<file path="src/rtl/i2s_tx.sv">
`default_nettype none
// ============================================================================
// i2s_tx : WM8731 DAC serializer draining a show-ahead stereo FIFO (I2S master)
//          optional macro I2S_TX_LJ_EN selects left-justified format. Rev 1.0
// ============================================================================
module i2s_tx #(
  parameter int DW        = 16,
  parameter int SLOT_W    = 32,
  parameter int BCLK_HALF = 2
) (
  input  logic            clk,
  input  logic            reset_n,
  input  logic            en,
  input  logic [2*DW-1:0] fifo_rd_data,
  input  logic            fifo_empty,
  output logic            fifo_rd_en,
  output logic            bclk,
  output logic            lrck,
  output logic            dacdat,
  output logic            underrun,
  output logic [15:0]     underrun_cnt
);

  localparam int c_FB    = 2 * SLOT_W;
  localparam int c_POS_W = $clog2(c_FB);
  localparam int c_HC_W  = (BCLK_HALF > 1) ? $clog2(BCLK_HALF) : 1;

  localparam logic [c_POS_W-1:0] c_POS_LAST = c_POS_W'(c_FB - 1);
  localparam logic [c_POS_W-1:0] c_POS_ONE  = c_POS_W'(1);
  localparam logic [c_POS_W-1:0] c_SLOT     = c_POS_W'(SLOT_W);
  localparam logic [c_HC_W-1:0]  c_HC_LAST  = c_HC_W'(BCLK_HALF - 1);
  localparam logic [c_HC_W-1:0]  c_HC_ONE   = c_HC_W'(1);
`ifdef I2S_TX_LJ_EN
  localparam logic c_LRCK_RST = 1'b0;
`else
  localparam logic c_LRCK_RST = 1'b1;
`endif

  logic [c_HC_W-1:0]  r_hc;
  logic [c_POS_W-1:0] r_pos;
  logic [c_FB-1:0]    r_shift;

  logic               w_fall;
  logic               w_load;
  logic [c_POS_W-1:0] w_pos_nxt;
  logic [c_FB-1:0]    w_word;
  logic [c_FB-1:0]    w_frame;

  assign w_fall    = (r_hc == c_HC_LAST) && bclk;
  assign w_load    = (r_pos == c_POS_LAST);
  assign w_pos_nxt = w_load ? '0 : r_pos + c_POS_ONE;

  // Each channel sits MSB-aligned in its slot, padded with zeros below.
  assign w_word  = ({{(c_FB-DW){1'b0}}, fifo_rd_data[2*DW-1:DW]} << (c_FB - DW))
                 | ({{(c_FB-DW){1'b0}}, fifo_rd_data[DW-1:0]}    << (SLOT_W - DW));
  assign w_frame = fifo_empty ? '0 : w_word;

  always_ff @(posedge clk or negedge reset_n) begin
    if (!reset_n) begin
      r_hc         <= '0;
      r_pos        <= c_POS_LAST;
      r_shift      <= '0;
      bclk         <= 1'b0;
      lrck         <= c_LRCK_RST;
      dacdat       <= 1'b0;
      fifo_rd_en   <= 1'b0;
      underrun     <= 1'b0;
      underrun_cnt <= '0;
    end else if (!en) begin
      r_hc       <= '0;
      r_pos      <= c_POS_LAST;
      r_shift    <= '0;
      bclk       <= 1'b0;
      lrck       <= c_LRCK_RST;
      dacdat     <= 1'b0;
      fifo_rd_en <= 1'b0;
      underrun   <= 1'b0;
    end else begin
      fifo_rd_en <= 1'b0;
      underrun   <= 1'b0;
      if (r_hc == c_HC_LAST) begin
        r_hc <= '0;
        bclk <= ~bclk;
      end else begin
        r_hc <= r_hc + c_HC_ONE;
      end

      if (w_fall) begin
        r_pos <= w_pos_nxt;
`ifdef I2S_TX_LJ_EN
        lrck <= (w_pos_nxt < c_SLOT);
        if (w_load) begin
          dacdat  <= w_frame[c_FB-1];
          r_shift <= w_frame << 1;
        end else begin
          dacdat  <= r_shift[c_FB-1];
          r_shift <= r_shift << 1;
        end
`else
        // Top of the shifter lags the frame by one bit, giving the I2S delay.
        lrck    <= (w_pos_nxt >= c_SLOT);
        dacdat  <= r_shift[c_FB-1];
        r_shift <= w_load ? w_frame : (r_shift << 1);
`endif
        if (w_load) begin
          fifo_rd_en <= ~fifo_empty;
          underrun   <= fifo_empty;
          if (fifo_empty && (underrun_cnt != 16'hFFFF))
            underrun_cnt <= underrun_cnt + 16'd1;
        end
      end
    end
  end

endmodule
`default_nettype wire

</file>
<file path="config.mk">
export PLATFORM = sky130hd
export DESIGN_NAME = i2s_tx
export DESIGN_NICKNAME = d
export VERILOG_FILES = /design/src/rtl/i2s_tx.sv
export SDC_FILE = /design/constraint.sdc
export NUM_CORES = 1
export LEC_CHECK = 0
export CAP_MARGIN = 20
export CORE_MARGIN = 5
export CORE_UTILIZATION = 25
export CTS_BUF_LIST = sky130_fd_sc_hd__clkbuf_2
export DETAILED_ROUTE_END_ITERATION = 6
export GPL_TIMING_DRIVEN = 0
export SETUP_SLACK_MARGIN = 0.05
export SLEW_MARGIN = 20
export SYNTH_ARGS = -nofsm -noshare
export SYNTH_HDL_FRONTEND = slang
export SYNTH_SLANG_ARGS = --single-unit
</file>
<file path="constraint.sdc">
create_clock -name clk -period 1.95 [get_ports clk]
set_input_delay 0.2925 -clock clk [delete_from_list [all_inputs] [get_ports clk]]
set_output_delay 0.2925 -clock clk [all_outputs]
set_load 0.05 [all_outputs]
</file>
==> run_results.csv <==
group,metric,value,unit
clock_network,cts_root_buf,"clkbuf_2",
worst_setup_path,cp.arrival,2.29,ns
global_route,grt_pass1_vias,2902,
pwr,ir_drop,0.219,mV
drt,wl,8.66,mm
final_layout,antenna_cells,0,
placement,dpl-instance-area,4330,um2
floorplanning,design.core.area,13800,um2
synthesis,syn_area,3520,um2
synthesis,avgSynthCellArea,10.4,um2
synthesis,ys_seq_area_frac,0.543,
drt,first_pass_iters,4,
timing,hold_viol,0,
final_layout,area_growth,29.2,%
run,drv_cap,0,
clock_network,cts_tree,"yes",
drt,drc,0,
timing,tns,0,ns
final_layout,fillCellCount,1396,
timing,min_period,1.83,ns
final_layout,final_cells,598,
pwr,p_comb_frac,0.204,
worst_setup_path,regToRegSetupSlack,0.12,ns
drt,drt-initial-drc-count,243,
worst_setup_path,worst-r2r-cell-count,6,
global_route,antenna_found_initial,0,
global_route,grt_start_max_net_pins,45,
final_layout,final_area,4540,um2
floorplanning,start_util,0.254,
final_layout,seq_area,1920,um2
final_layout,drive_above_1_share,0.165,
timing,finalClockSkew,0.0438,ns
synthesis,synth_cell_type_count,39,
placement,port_buffers,56,
final_layout,final_nets,451,
clock_network,htreeDepth,3,
worst_setup_path,regToRegEndpoint,"r_shift[50]$_DFFE_PN0P_",
worst_setup_path,crit_start,"r_pos[0]$_DFFE_PN1P_",
final_layout,multi_input_area,1580,um2
pwr,p_int,2.06,mW
floorplanning,ios,57,
timing,drv_slew,0,
drt,wire_per_inst,14.5,um
clock_network,clkLatencyLatePin,0.52,ns
global_route,grtUsageTotal,0.106,
clock_network,clk_pin_slew,0.23,ns
worst_setup_path,r2r-start,"r_pos[0]$_DFFE_PN1P_",
placement,globalplace.congestion,0.787,
floorplanning,die_y,129,um
drt,vias_per_cell,4.79,
worst_hold_path,hold_class,"in2async",
pwr,leakage,1.97,nW
pwr,seqPwrFrac,0.553,
timing,relSlewSlack,0.603,
worst_setup_path,worstPathRequired,2.41,ns
global_route,grt_pass1_wl,14.3,mm
pwr,p_sw_frac,0.334,
timing,max_freq,545,MHz
drt,ant_nets,0,
worst_setup_path,endpoint_kind,"register",
synthesis,ys_ff_latch,76,
synthesis,ys_warn_count,0,
timing,tightest_slew,0.591,ns
clock_network,cts_sinks,76,
clock_network,cts_buffers,9,
worst_setup_path,startpoint_type,"register",
placement,dp_hpwl,6.09,mm
timing,rsz0062_at_grt,"yes",
placement,place_inst,576,
pwr,pwr-share-clk,0.243,
timing,min_period_over_period,0.940,
floorplanning,core.rowCount,43,
worst_setup_path,crit_path_end,"r_shift[50]$_DFFE_PN0P_",
clock_network,clock_path_buffers,2,
synthesis,syn-num-nets,377,
floorplanning,die_area,16500,um2
status,outcome,"finished clean",
worst_setup_path,crit_type,"reg2reg",
pwr,power.switching,1.03,mW
synthesis,netlist_instances,339,
floorplanning,die_x,129,um
pwr,p_per_area,682,nW/um2
global_route,overflow,0,
drt,vias,2862,
worst_setup_path,worstPathMaxFanout,10,
timing,setup_viol,0,
## logic make-up (layout without fill, tap and decap cells)
| kind of cell | Yosys count | in the layout | share of synthesized area |
|---|---|---|---|
| buffers and inverters | 29 | 107 | 0.0331 |
| xor gates and xnor gates | 15 | 15 | 0.0373 |
| DFF | 76 | 76 | 0.543 |
| AOI/OAI and AO/OA | 93 | 93 | 0.167 |
| adders and majority gates | 2 | 2 | 0.00711 |
| and+or+nand+nor | 121 | 122 | 0.202 |
| muxes | 3 | 3 | 0.0107 |
## worst min path at each step
stage / depth (start not counted) / to / slack [ns] / from
2_1_floorplan: 0 / bclk$_DFFE_PN0N_ / -0.003 / reset_n
3_3_place_gp: 2 / lrck$_DFFE_PN1P_ / 0.46 / lrck$_DFFE_PN1P_
3_5_place_dp: 1 / fifo_rd_en$_DFF_PN0_ / 0.28 / reset_n
4_1_cts: 2 / r_shift[54]$_DFFE_PN0P_ / 0.21 / reset_n
5_1_grt: 2 / r_shift[54]$_DFFE_PN0P_ / 0.20 / reset_n
6_report: 2 / r_shift[57]$_DFFE_PN0P_ / 0.24 / reset_n
## power groups by stage
stage,clock (mW),sequential [mW],combinational (mW)
2_1_floorplan,0,1.80,0.284
3_3_place_gp,0,1.73,0.602
3_5_place_dp,0,1.74,0.620
4_1_cts,0.792,1.71,0.637
5_1_grt,0.865,1.73,0.694
6_report,0.754,1.71,0.633
## Yosys cell counts (all sizes together)
master  count  area, um2
ha          2       25.0
nand3b     31        233
a22o       17        149
nand2b      2       12.5
dfstp       7        184
and2        3       18.8
o21ai      35        175
o311ai      1       8.76
nand2      44        165
xnor2       2       17.5
nor3        9       50.1
o31ai       1       7.51
nor4        7       58.8
xor2       13        114
and3        1       6.26
inv         5       18.8
nor2b       1       6.26
nand4       5       43.8
a21o        1       7.51
a211oi      1       7.51
nand3       9       57.6
mux2        3       37.5
dfrtp      69       1730
a21boi      3       22.5
a21oi       3       15.0
clkbuf     18       68.8
and4        3       26.3
a31oi      31        194
buf         6       28.8
nor2        4       17.5
nor3b       2       15.0
## what timing repair did
| item | CTS | global route |
|---|---|---|
| resized for setup | 38 | 21 |
| hold endpoints to repair | 32 | 0 |
| cloned | 0 | 1 |
| setup endpoints to repair | 74 | 42 |
| pin swaps | 2 | 3 |
| setup buffers | 3 | 3 |
| hold buffers | 1 | 0 |
## area by class of cell
class,instances,share of cell area
Tap cell,180,0.0496
Buffer,22,0.0215
Clock buffer,9,0.00991
Multi-Input combinational cell,235,0.347
Inverter,5,0.00413
Clock inverter,7,0.0110
Sequential cell,76,0.422
Timing Repair Buffer,64,0.135
## per-layer routing
metal,up-vias,wire length [um],track usage
li1,1385,-,-
met2,63,4120,0.166
met4,0,57,0.0346
met1,1410,4060,0.142
met5,-,0,0
met3,4,429,0.0295
## worst max-delay path, stage by stage, from the launching register on
cell	delay [ns]
dfstp_2	0.60
ha_4	0.16
nand2_2	0.08
nor3_4	0.33
buf_2	0.30
nand3b_1	0.12
a31oi_1	0.19
## flip-flops by register name, summed over array words and instances, names as in the netlist
| signal | cells |
|---|---|
| underrun | 1 |
| r_hc | 1 |
| r_pos | 6 |
| dacdat | 1 |
| r_shift | 48 |
| bclk | 1 |
| lrck | 1 |
| fifo_rd_en | 1 |
| underrun_cnt | 16 |
## stage by stage
stage               power [mW]  hold WS (ns)  worst slack [ns]  utilization
floorplan                 2.08      -0.00309            0.0529            -
global placement          2.34         0.458             -2.35        0.312
detailed placement        2.36         0.281            -0.356        0.313
CTS                       3.14         0.210            0.0532        0.323
global route              3.28         0.198          0.000909        0.329
finish                    3.10         0.240             0.116        0.329
## layout by cell type, fill, tap and decap left out, drive strengths merged, types with 3 or more instances in the layout
cell type and n:
clkinvlp 3, and2 3, clkbuf 29, nor4 7, inv 7, clkdlybuf4s15 7
nand2 44, a21boi 3, dlygate4sd2 11, and4 3, a31oi 31, mux2 3
a22o 17, nor2 4, nand4 5, buf 13, xor2 13, dfrtp 69
o21ai 35, nor3 9, dfstp 7, a21oi 3, clkdlybuf4s50 34, nand3 10
nand3b 31
Power figures use the tool's default switching activity.
